### src/rtl/axis_governor_mc.sv
// AXI-Stream governor: pause/drop/log passthrough plus boundary-safe packet injection.
// Optional statistics counters enabled by defining AXIS_GOVERNOR_STATS_EN.
module axis_governor_mc #(
  parameter int         DATA_WIDTH = 64,
  parameter int         DEST_WIDTH = 8,
  parameter int         ID_WIDTH   = 8,
  parameter logic [7:0] CMD_ADDR   = 8'h00
) (
  input  logic                    clk,
  input  logic                    rst,
  input  logic [DATA_WIDTH-1:0]   in_TDATA,
  input  logic                    in_TVALID,
  output logic                    in_TREADY,
  input  logic [DATA_WIDTH/8-1:0] in_TKEEP,
  input  logic [DEST_WIDTH-1:0]   in_TDEST,
  input  logic [ID_WIDTH-1:0]     in_TID,
  input  logic                    in_TLAST,
  input  logic [DATA_WIDTH-1:0]   cmd_TDATA,
  input  logic                    cmd_TVALID,
  output logic                    cmd_TREADY,
  output logic [DATA_WIDTH-1:0]   out_TDATA,
  output logic                    out_TVALID,
  input  logic                    out_TREADY,
  output logic [DATA_WIDTH/8-1:0] out_TKEEP,
  output logic [DEST_WIDTH-1:0]   out_TDEST,
  output logic [ID_WIDTH-1:0]     out_TID,
  output logic                    out_TLAST,
  output logic [DATA_WIDTH-1:0]   log_TDATA,
  output logic                    log_TVALID,
  input  logic                    log_TREADY,
  output logic [DATA_WIDTH/8-1:0] log_TKEEP,
  output logic [DEST_WIDTH-1:0]   log_TDEST,
  output logic [ID_WIDTH-1:0]     log_TID,
`ifdef AXIS_GOVERNOR_STATS_EN
  output logic [31:0]             stat_flits,
  output logic [31:0]             stat_pkts,
  output logic [31:0]             stat_drops,
`endif
  output logic                    log_TLAST
);

  localparam int KW = DATA_WIDTH / 8;

  typedef enum logic [1:0] {
    S_IDLE,
    S_WAIT,
    S_INJECT
  } state_t;

  state_t                state;
  logic                  pause_q;
  logic                  drop_q;
  logic                  log_q;
  logic                  mid_pkt;
  logic [15:0]           cnt;
  logic [DEST_WIDTH-1:0] inj_dest;
  logic [ID_WIDTH-1:0]   inj_id;

  logic        addr_hit;
  logic        hdr_acc;
  logic        hdr_inj;
  logic [15:0] hdr_n;
  logic        in_xfer;
  logic        cmd_xfer;
  logic        inj_go;
  logic        log_ok;
  logic        unused_cmd;

  assign addr_hit   = cmd_TDATA[63:56] == CMD_ADDR;
  assign hdr_n      = cmd_TDATA[31:16];
  assign hdr_acc    = (state == S_IDLE) && addr_hit && cmd_TVALID && !rst;
  assign hdr_inj    = hdr_acc && cmd_TDATA[0] && (hdr_n != 16'd0);
  assign in_xfer    = in_TVALID && in_TREADY;
  assign cmd_xfer   = cmd_TVALID && cmd_TREADY;
  assign inj_go     = !mid_pkt && !in_xfer;
  assign log_ok     = log_q ? log_TREADY : 1'b1;
  assign unused_cmd = ^cmd_TDATA;

  assign log_TDATA  = in_TDATA;
  assign log_TKEEP  = in_TKEEP;
  assign log_TDEST  = in_TDEST;
  assign log_TID    = in_TID;
  assign log_TLAST  = in_TLAST;

  // Handshake steering and output mux; passthrough has zero latency.
  always_comb begin
    in_TREADY  = 1'b0;
    out_TVALID = 1'b0;
    log_TVALID = 1'b0;
    cmd_TREADY = 1'b0;
    out_TDATA  = in_TDATA;
    out_TKEEP  = in_TKEEP;
    out_TDEST  = in_TDEST;
    out_TID    = in_TID;
    out_TLAST  = in_TLAST;
    if (rst) begin
      in_TREADY = 1'b0;
    end else if (state == S_INJECT) begin
      out_TDATA  = cmd_TDATA;
      out_TVALID = cmd_TVALID;
      cmd_TREADY = out_TREADY;
      out_TKEEP  = {KW{1'b1}};
      out_TDEST  = inj_dest;
      out_TID    = inj_id;
      out_TLAST  = cnt == 16'd1;
    end else if (state == S_WAIT && !mid_pkt) begin
      // boundary reached: hold input for the hand-over cycle
      in_TREADY = 1'b0;
    end else begin
      if (pause_q) begin
        in_TREADY = 1'b0;
      end else if (drop_q) begin
        in_TREADY = log_ok;
      end else begin
        in_TREADY  = out_TREADY && log_ok;
        out_TVALID = in_TVALID && log_ok;
      end
      log_TVALID = log_q && in_TVALID && in_TREADY;
      cmd_TREADY = (state == S_IDLE) && addr_hit;
    end
  end

  // Mode registers, packet tracking and injection FSM.
  always_ff @(posedge clk) begin
    if (rst) begin
      state    <= S_IDLE;
      pause_q  <= 1'b1;
      drop_q   <= 1'b0;
      log_q    <= 1'b0;
      mid_pkt  <= 1'b0;
      cnt      <= 16'd0;
      inj_dest <= '0;
      inj_id   <= '0;
    end else begin
      if (in_xfer) mid_pkt <= !in_TLAST;
      unique case (state)
        S_IDLE: begin
          if (hdr_acc) begin
            pause_q <= cmd_TDATA[3];
            drop_q  <= cmd_TDATA[2];
            log_q   <= cmd_TDATA[1];
          end
          if (hdr_inj) begin
            cnt      <= hdr_n;
            inj_dest <= cmd_TDATA[48 +: DEST_WIDTH];
            inj_id   <= cmd_TDATA[40 +: ID_WIDTH];
            state    <= inj_go ? S_INJECT : S_WAIT;
          end
        end
        S_WAIT: begin
          if (!mid_pkt) state <= S_INJECT;
        end
        S_INJECT: begin
          if (cmd_xfer) begin
            cnt <= cnt - 16'd1;
            if (cnt == 16'd1) state <= S_IDLE;
          end
        end
        default: state <= S_IDLE;
      endcase
    end
  end

`ifdef AXIS_GOVERNOR_STATS_EN
  // Passthrough and drop counters; a clear header wins over a same-cycle event.
  always_ff @(posedge clk) begin
    if (rst || (hdr_acc && cmd_TDATA[4])) begin
      stat_flits <= 32'd0;
      stat_pkts  <= 32'd0;
      stat_drops <= 32'd0;
    end else if (in_xfer) begin
      if (drop_q) begin
        stat_drops <= stat_drops + 32'd1;
      end else begin
        stat_flits <= stat_flits + 32'd1;
        if (in_TLAST) stat_pkts <= stat_pkts + 32'd1;
      end
    end
  end
`endif

endmodule

### config.mk
export PLATFORM = sky130hd
export DESIGN_NAME = axis_governor_mc
export DESIGN_NICKNAME = d
export VERILOG_FILES = /design/src/rtl/axis_governor_mc.sv
export SDC_FILE = /design/constraint.sdc
export NUM_CORES = 1
export LEC_CHECK = 0
export CAP_MARGIN = 25
export CORE_AREA = 2 2 133 135
export DETAILED_ROUTE_END_ITERATION = 10
export DIE_AREA = 0 0 135 137
export GPL_ROUTABILITY_DRIVEN = 0
export PLACE_DENSITY_LB_ADDON = 0.25
export SYNTH_ARGS = -nofsm -noshare
export SYNTH_HDL_FRONTEND = slang
export SYNTH_SLANG_ARGS = --single-unit
### constraint.sdc
create_clock -name clk -period 3.7 [get_ports clk]
set_input_delay 1.11 -clock clk [delete_from_list [all_inputs] [get_ports clk]]
set_output_delay 1.11 -clock clk [all_outputs]
set_load 0.005 [all_outputs]
Yosys cells after proc, flatten, opt, wreduce, memory -nomap -nowiden
Cells that the tools add are included.

storage, ports and cells
  register bits after elaboration = 38
  logic and storage cells = 80

operators by class
  add/subtract/negate cells = 1
  equality and inequality tests = 7
  multiplexer cells = 39
  reductions and logical operators = 25

operator list
  cell                   count
  $mux 64                2
  $mux 8                 6
  $mux 16                2
  $pmux 16 s2            1
  $mux 1                 22
  $eq 16x1->1 const B    1
  $reduce_bool 16->1     1
  $sub 16x1->16 const B  1
  $logic_and 1x1->1      13
  $mux 2                 5
  $logic_not 8->1        1
  $ne 2x2->1 const B     3
  $pmux 2 s3             1
  $logic_not 1->1        4
  $reduce_and 2->1       2
  $reduce_and 4->1       1
  $reduce_and 3->1       1
  $eq 2x1->1 const B     1
  $eq 2x2->1 const B     1
  $logic_not 2->1        1
  $ne 2x1->1 const B     1
  $reduce_bool 2->1      1

Depth between registers and ports, before layout
Gate-level depths: netlist of run 1.

  depth in word-level cells = 16
  depth in mapped cells = 8
  mapped depth without buffers = 7

Least setup slack after synthesis of run 1
Ideal clock, no wire load.

  path type = input -> output
  start point = input port rst
  end point = output port out_TDATA[42]
  arrival = 2382 ps
  setup slack = 208 ps
  stages = 5
  buffers on the path = 3
  cells stage by stage = clkbuf_1 nand2b_1 clkbuf_1 buf_1 mux2_2

between the ends
  cells in the longest elaborated chain, start to end = 1

RTL lines
  what         RTL line  text
  from (decl)  10        input logic rst,
  $mux 64      96        if (rst) begin
  to (decl)    21        output logic [DATA_WIDTH-1:0] out_TDATA,

Every way passes these cells.

Worst setup path after layout of run 1
  start point = input port log_TREADY
  end point = output port log_TVALID

between the ends
  cells in the longest elaborated chain, start to end = 11

RTL lines
  what                   RTL line  text
  from (decl)            30        input logic log_TREADY,
  $mux 1 (*)             76        assign log_ok = log_q ? log_TREADY : 1'b1;
  $logic_and 1x1->1      115       in_TREADY = out_TREADY && log_ok;
  $mux 1 (*)             112       end else if (drop_q) begin
  $mux 1 (*)             110       if (pause_q) begin
  $mux 1 (*)             106       end else if (state == S_WAIT && !mid_pkt) begin
  $mux 1 (*)             98        end else if (state == S_INJECT) begin
  $mux 1 (*)             96
  $logic_and 1x1->1 (*)  118       log_TVALID = log_q && in_TVALID && in_TREADY;
  $mux 1 (*)             106
  $mux 1 (*)             98
  $mux 1 (*)             96
  to (decl)              29        output logic log_TVALID,

Every way passes the cells marked *; elsewhere a longest branch is shown, timed or not. The select of a mux whose other input is x is not followed.

==> results of run 1 <==
[critical path: stages]
cell	delay, ps
clkdlybuf4s50_1	470
nand2b_1	110
nand4_1	160
nor3b_2	210
and2_1	150
dlygate4sd2_1	290
[routing by layer]
metal / part of all wire / global-route usage / wire length [um] / vias to the layer above
li1: - / - / - / 2039
met1: 0.39 / 0.194 / 6540 / 2008
met2: 0.53 / 0.320 / 8960 / 183
met3: 0.071 / 0.0330 / 1210 / 10
met4: 0.0094 / 0.0243 / 158 / 0
met5: 0 / 0 / 0 / -
[how the worst max path moves through the flow]
stage | from | endpoint | slack [ps] | depth (start not counted)
6_report | log_TREADY | log_TVALID | 90 | 6
5_1_grt | log_TREADY | log_TVALID | 10 | 6
4_1_cts | rst | out_TDATA[47] | -20 | 6
3_5_place_dp | rst | log_TVALID | -340 | 7
3_3_place_gp | rst | log_TVALID | -350 | 7
2_1_floorplan | rst | out_TDATA[42] | 210 | 5
[kinds of logic after synthesis]
kind of cell / count (synthesis) / synth area share
AOI/OAI and AO/OA: 68 / 0.111
muxes: 97 / 0.293
and+or+nand+nor: 118 / 0.165
adders and majority gates: 2 / 0.00684
buffers and inverters: 120 / 0.217
DFF: 38 / 0.208
[cell type report]
| type | instances | area [um2] |
|---|---|---|
| fill | 1688 | 9860 |
| clock buffer | 7 | 133 |
| inverter | 6 | 22.5 |
| clock inverter | 1 | 30.0 |
| timing repair buffer | 383 | 3840 |
| sequential | 38 | 761 |
| tap | 225 | 282 |
| multi-input combinational | 285 | 2130 |
[stage by stage]
step	worst slack (ps)	instance area, um2	power (W)	TNS [ps]
after floorplan	208	3660	0.000571	0
after global placement	-346	6810	0.000923	-22590
after detailed placement	-339	6810	0.000924	-23580
after CTS	-20.1	7170	0.00140	-20.1
after global routing	10.2	7200	0.00144	0
final	93.0	7200	0.00138	0
[cell usage in the layout, fill, tap and decap left out, drive strengths merged, types with 2 or more instances in the layout]
| cell type | synthesis | layout |
|---|---|---|
| o31ai | 3 | 3 |
| clkdlybuf4s50 | 0 | 295 |
| nor3 | 4 | 4 |
| nand3 | 2 | 2 |
| ha | 2 | 2 |
| a211o | 2 | 2 |
| nor2 | 38 | 38 |
| o32ai | 2 | 2 |
| nand4 | 4 | 4 |
| o41ai | 2 | 2 |
| clkbuf | 19 | 9 |
| a21oi | 23 | 23 |
| or4 | 3 | 3 |
| mux2i | 18 | 18 |
| dfxtp | 38 | 38 |
| o21ai | 24 | 24 |
| nand2 | 27 | 27 |
| dlymetal6s2s | 0 | 3 |
| and4 | 2 | 2 |
| nand2b | 14 | 14 |
| and2 | 3 | 3 |
| nor3b | 2 | 2 |
| a221oi | 2 | 2 |
| inv | 6 | 6 |
| nor4 | 12 | 12 |
| a211oi | 3 | 3 |
| mux2 | 79 | 79 |
| o21a | 2 | 2 |
| nand3b | 2 | 2 |
| or3 | 2 | 2 |
| dlygate4sd2 | 0 | 38 |
| buf | 95 | 44 |
[report_power, final]
| part | switching [W] | total [W] | internal, W |
|---|---|---|---|
| Sequential | 0.000000162 | 0.000410 | 0.000409 |
| Combinational | 0.000147 | 0.000488 | 0.000341 |
| Clock | 0.000166 | 0.000485 | 0.000319 |
| Total | 0.000313 | 0.00138 | 0.00107 |
[sequential cells by signal, summed over array words and instances, names as in the netlist]
name,cells
mid_pkt,1
log_q,1
inj_dest,8
drop_q,1
cnt,16
pause_q,1
inj_id,8
state,2
[timing repair]
item,CTS,global route
buffers inserted,10,4
hold endpoints to repair,0,0
resized for setup,62,5
endpoints found under the setup margin,91,46
pin swaps,1,2
gates cloned,3,0
==> impl_metrics.toml, run 1 <==
[final_layout]
n_antenna_cell = 0
drive_above_1_share = 0.194
final_cells = 945
final_util = 0.422
fin_nets = 880
syn_to_final_growth_pct = 96.9

[setup_path]
r2r_slack_ps = 1590
critical_path_class = "input port to primary output"
critPathRequiredTime_ps = 2590
reg2reg_depth = 5
crit_arrival_ps = 2500
r2r_start = "cnt[8]"
cp_max_fo = 3
start_kind = "input port"
rr_endpoint = "state[1]"
worst_setup_path_end_kind = "primary output"

[sta]
fin_crit_ps = 3610
tightestPinTransition_ps = 564
skew_ps = 4.58
relSlewSlack = 0.621
rsz0062_at_grt = "no"
whs_ps = 474
setup_viol = 0
fmaxAchievable_mhz = 277
hold_viol_final = 0
min_period_over_period = 0.975
slew_violations = 0

[logic_synthesis]
ys_async_sr_fraction = 0
synth_ff_type = "dfxtp_1"
yosysTopAreaCell = "mux2_2"
syn_nets = 604
synth.distinct_cells = 44
synth_top_area_share = 0.243
ys.warnings.count = 0
synth_seq_cells = 38
yosys-top-cells-count = "buf_4, mux2_2, dfxtp_1, nor2_1, nand2_1"
yosysMostFrequentCell = "buf_4"
yosysSeqAreaShare = 0.208
postSynthCellCount = 443
synth-edff-count = 0
synth.area.top_cells = "mux2_2, dfxtp_1, buf_4"
syn_avg_cell_area_um2 = 8.26
synth_area_um2 = 3660

[global_route]
grt_max_degree = 40
grt_pass1_vias = 4133
antenna_found_initial = 0
overflow = 0
grt_pass1_wl_um = 23900
grt_usage = 0.167

[run_status]
status = "finished, final reports clean"

[floorplan]
start_util = 0.214
rows = 48
fp.coreArea_um2 = 17100
io_pins = 341
dieArea_um2 = 18500
chipWidth_um = 135
die_h_um = 137

[clock_network]
cts.hold.buffers_added = 0
clock-sinks = 38
numCtsBuffers = 5
clk-insertion-delay-late_ps = 280
cts_root_buffer = "clkbuf_16"
clockBufferDepth = 2
cts.clk_slew.worst_paths_ps = 60
cts_htree_levels = 2
cts_tree = "built"

[hold_path]
hold_path_end = "pause_q"
hold_depth = 1
hp-class = "register to register"
min-delay-start = "pause_q"

[pwr]
p_per_area_nw_per_um2 = 192
vdd_ir_drop_max_uv = 221
p_leak_nw = 2.82

[run]
drv_cap = 0

[detailed_routing]
viasPerCell = 4.49
wl_per_cell_um = 17.8
dr.pass1.iters = 4
routed_wl_um = 16900
vias = 4240
drc = 0
drtIter0Drc = 200
antenna_left = 0

[place]
hpwl_um = 13700
io_buffers = 340
dp.cells = 920
Note: power is estimated with default switching activity, not from simulation.
==> inputs of run 2 (changes only) <==
SETUP_SLACK_MARGIN = 0.2   (was not set)
==> impl_metrics.toml, run 2 (same netlist as run 1, synthesis figures left out) <==
[run_status]
status = "finished, final reports clean"

[floorplan]
rows = 48
fp.coreArea_um2 = 17100
dieArea_um2 = 18500
die_h_um = 137
start_util = 0.214
chipWidth_um = 135
io_pins = 341

[setup_path]
r2r_start = "cnt[8]"
cp_max_fo = 3
worst_setup_path_end_kind = "primary output"
cp_num_buf_inv = 3
critPathRequiredTime_ps = 2590
start_kind = "input port"
cp_slowest_cell = "clkdlybuf4s50_1"
crit_chain = "clkdlybuf4s50_1, nand2b_1, nand4_1, buf_4, nor2_1, dlygate4sd2_1"
critical_path_class = "input port to primary output"
crit_family = "buffers and inverters"
crit_arrival_ps = 2410
critPathMaxStageDelay_ps = 460
startpoint = "log_TREADY"

[pwr]
p_leak_nw = 2.80
totalPowerFinal_w = 0.00139
vdd_ir_drop_max_uv = 221
p_per_area_nw_per_um2 = 192

[final_layout]
final_area_um2 = 7220
fin_nets = 880
largest_reg_flops = 16
layout_commonest_cell = "clkdlybuf4s50_1"
syn_to_final_growth_pct = 97.5
fillerInstances = 1687
final_cell_mix = "clkdlybuf4s50_1, mux2_2, dfxtp_1"
n_antenna_cell = 0
top_regs = "cnt (16), inj_dest (8), inj_id (8)"
drive_above_1_share = 0.219
multi_input_area_um2 = 2170
top_register = "cnt"
seq_area_um2 = 761

[sta]
finalSetupTns_ps = 0
min_period_over_period = 0.951
rsz0062_at_grt = "yes"
relSlewSlack = 0.588
slew_violations = 0
postLayoutSetupSlackWorst_ps = 181
hold_viol_final = 0
fin_crit_ps = 3520
whs_ps = 486
tightestPinTransition_ps = 612
skew_ps = 2.66
setup_viol = 0
fmaxAchievable_mhz = 284

[global_route]
gr-max-usage-layer = "met2"
grt_util_met1 = 0.198
grt_usage = 0.169
overflow = 0
grt_max_degree = 40
antenna_found_initial = 0
grtUsageMet2 = 0.322
grt_use_met3 = 0.0330
grt_pass1_vias = 4146
grt_pass1_wl_um = 24300

[place]
pre_cts_ws_ps = -339
placed_cell_area_um2 = 6810
hpwl_um = 13700
io_buffers = 340

[clock_network]
numCtsBuffers = 5
clk-insertion-delay-late_ps = 280
clock-sinks = 38
cts_tree = "built"
cts_root_buffer = "clkbuf_16"
cts_htree_levels = 2
cts.clk_slew.worst_paths_ps = 60
cts.hold.buffers_added = 0
clockBufferDepth = 2

[hold_path]
hp-class = "register to register"
min-delay-start = "cnt[14]"

[run]
drv_cap = 0

[detailed_routing]
viasPerCell = 4.48
dr.pass1.iters = 4
drc = 0
vias = 4232
drtIter0Drc = 177
routed_wl_um = 17100
wl_per_cell_um = 18.1
antenna_left = 0
run 2: cell count changes in the layout (fill, tap and decap cells not counted), sizes merged:
cell and change:
dlygate4sd2 -30, buf +17, dlymetal6s2s -2, clkdlybuf4s15 +14, clkbuf -2, clkdlybuf4s50 +3
run 2: layout make-up:
class	count	area share
clock buffers	7	0.0184
clock inverters	1	0.00416
inverters	6	0.00312
multi-input cells	285	0.300
flip-flops and latches	38	0.105
well taps	225	0.0390
repair buffers	383	0.530
run 2: metrics by stage:
step	utilization	std cells
after floorplan	-	443
after CTS	0.420	942
after global placement	0.399	920
after detailed placement	0.399	920
final	0.424	945
after global routing	0.424	945
run 2: worst min-delay path, cell delays in order, from the launching register on:
cell and delay (ps):
dfxtp_1 310, o21ai_0 70, a21oi_1 60
run 2: power breakdown:
group	leakage (nW)	total (W)	internal [W]	switching [W]
sequential	0.306	0.000410	0.000409	0.000000167
clock	0.0781	0.000484	0.000319	0.000165
combinational	2.41	0.000495	0.000346	0.000149
run 2: path summary, 6_finish.rpt:
check	cells past startpoint	to	slack, ps
max	6	in_TREADY	180
min	2	cnt[14]	490
max reg2reg	5	state[1]	1620
min reg2reg	2	cnt[14]	490
run 2: repair_timing:
item	CTS	global route
resized for setup	131	17
setup buffers	10	3
endpoints found under the setup margin	93	76
pin swaps	5	5
gates cloned	4	0
run 2: per-layer routing:
layer / share of wire / routed length [um]
met2: 0.53 / 9140
met5: 0 / 0
met1: 0.39 / 6670
met4: 0.0063 / 107
met3: 0.069 / 1180
==> inputs of run 3 (changes only) <==
ABC_AREA = 0   (was not set)
PLACE_DENSITY = 0.67   (was not set)
PLACE_DENSITY_LB_ADDON = not set   (was 0.25)
==> impl_metrics.toml, run 3 (same netlist as run 1, synthesis figures left out) <==
[run_status]
status = "finished, final reports clean"

[detailed_routing]
drc = 0
wl_per_cell_um = 16.9
drtIter0Drc = 197
dr.pass1.iters = 7
routed_wl_um = 16000
viasPerCell = 4.38
antenna_left = 0
vias = 4140

[place]
io_buffers = 340
placed_cell_area_um2 = 6830
dp.cells = 921
hpwl_um = 12900

[floorplan]
fp.coreArea_um2 = 17100
die_h_um = 137
chipWidth_um = 135
start_util = 0.214
rows = 48
dieArea_um2 = 18500
io_pins = 341

[sta]
hold_viol_final = 0
tightestPinTransition_ps = 667
skew_ps = 6.99
min_period_over_period = 0.963
finalSetupTns_ps = 0
rsz0062_at_grt = "yes"
fin_crit_ps = 3560
fmaxAchievable_mhz = 281
relSlewSlack = 0.551
setup_viol = 0
slew_violations = 0

[final_layout]
syn_to_final_growth_pct = 97.6
final_cell_mix = "clkdlybuf4s50_1, mux2_2, dfxtp_1"
final_area_um2 = 7230
largest_reg_flops = 16
top_register = "cnt"
layout_commonest_cell = "clkdlybuf4s50_1"
top_regs = "cnt (16), inj_dest (8), inj_id (8)"
fin_nets = 880
n_antenna_cell = 0
drive_above_1_share = 0.203
final_cells = 945

[setup_path]
cp_max_fo = 20
critical_path_class = "input port to primary output"
worst_setup_path_end_kind = "primary output"
critPathRequiredTime_ps = 2590
crit_arrival_ps = 2450
start_kind = "input port"

[clock_network]
clk-insertion-delay-late_ps = 280
numCtsBuffers = 5
cts_tree = "built"
cts_root_buffer = "clkbuf_16"
cts.clk_slew.worst_paths_ps = 60
cts_htree_levels = 2
clockBufferDepth = 2
clock-sinks = 38

[global_route]
overflow = 0
grt_max_degree = 40
grt_usage = 0.157
grt_pass1_vias = 3935
antenna_found_initial = 0
grt_pass1_wl_um = 22800

[pwr]
p_leak_nw = 2.89
vdd_ir_drop_max_uv = 146
p_per_area_nw_per_um2 = 185

[run]
drv_cap = 0

[hold_path]
hp-class = "register to register"
[run 3: cell count changes in the layout (fill, tap and decap cells not counted), moves of 2 or more]
| cell | previous run | this run |
|---|---|---|
| buf_2 | 13 | 2 |
| buf_6 | 9 | 7 |
| clkbuf_1 | 2 | 0 |
| clkdlybuf4s15_1 | 14 | 3 |
| clkdlybuf4s50_1 | 298 | 289 |
| dlygate4sd2_1 | 8 | 31 |
| dlymetal6s2s_1 | 1 | 13 |
| mux2_2 | 71 | 79 |
| mux2_4 | 8 | 0 |
[run 3: path summary, 6_finish.rpt]
kind	cells past startpoint	slack (ps)	endpoint	start
worst max-delay path	5	140	out_TDATA[27]	rst
worst min-delay path	1	470	pause_q	pause_q
worst max register to register	5	1540	state[1]	cnt[9]
worst min register to register	1	470	pause_q	pause_q
[run 3: report_power, final]
group	leakage (nW)	switching [W]	internal (W)
clock	0.0729	0.000173	0.000267
combinational	2.51	0.000145	0.000343
sequential	0.306	0.000000172	0.000409
[run 3: through the flow]
stage	utilization	total power, W	worst slack, ps	hold slack [ps]
3_3_place_gp	0.400	0.000919	-242	448
6_report	0.424	0.00134	138	468
2_1_floorplan	-	0.000571	208	436
4_1_cts	0.420	0.00136	43.8	467
3_5_place_dp	0.400	0.000921	-228	453
5_1_grt	0.424	0.00141	83.8	506
[run 3: repair_timing]
action                                  CTS  global route
setup buffers                            12             1
endpoints found under the setup margin   84            51
resized for setup                        59            23
hold buffers                              0             0
pin swaps                                 6             5
cloned                                    3             0
[run 3: per-layer routing]
layer  vias to the layer above  global-route usage  share of wire
met5                         -                   0              0
met2                       168               0.269           0.50
met4                         0              0.0203         0.0058
met3                         8              0.0370          0.071
met1                      1903               0.206           0.42
li1                       2061                   -              -
[run 3: layout make-up]
type	instances	area [um2]
inverters	6	22.5
well taps	225	282
multi-input cells	285	2160
clock inverters	2	12.5
fillers	1714	9830
flip-flops and latches	38	761
repair buffers	383	3850
clock buffers	6	139
[run 3: worst max-delay path, stage by stage]
cell             delay (ps)
buf_6                   110
nand2b_4                210
buf_12                  200
mux2_2                  350
clkdlybuf4s50_1         460
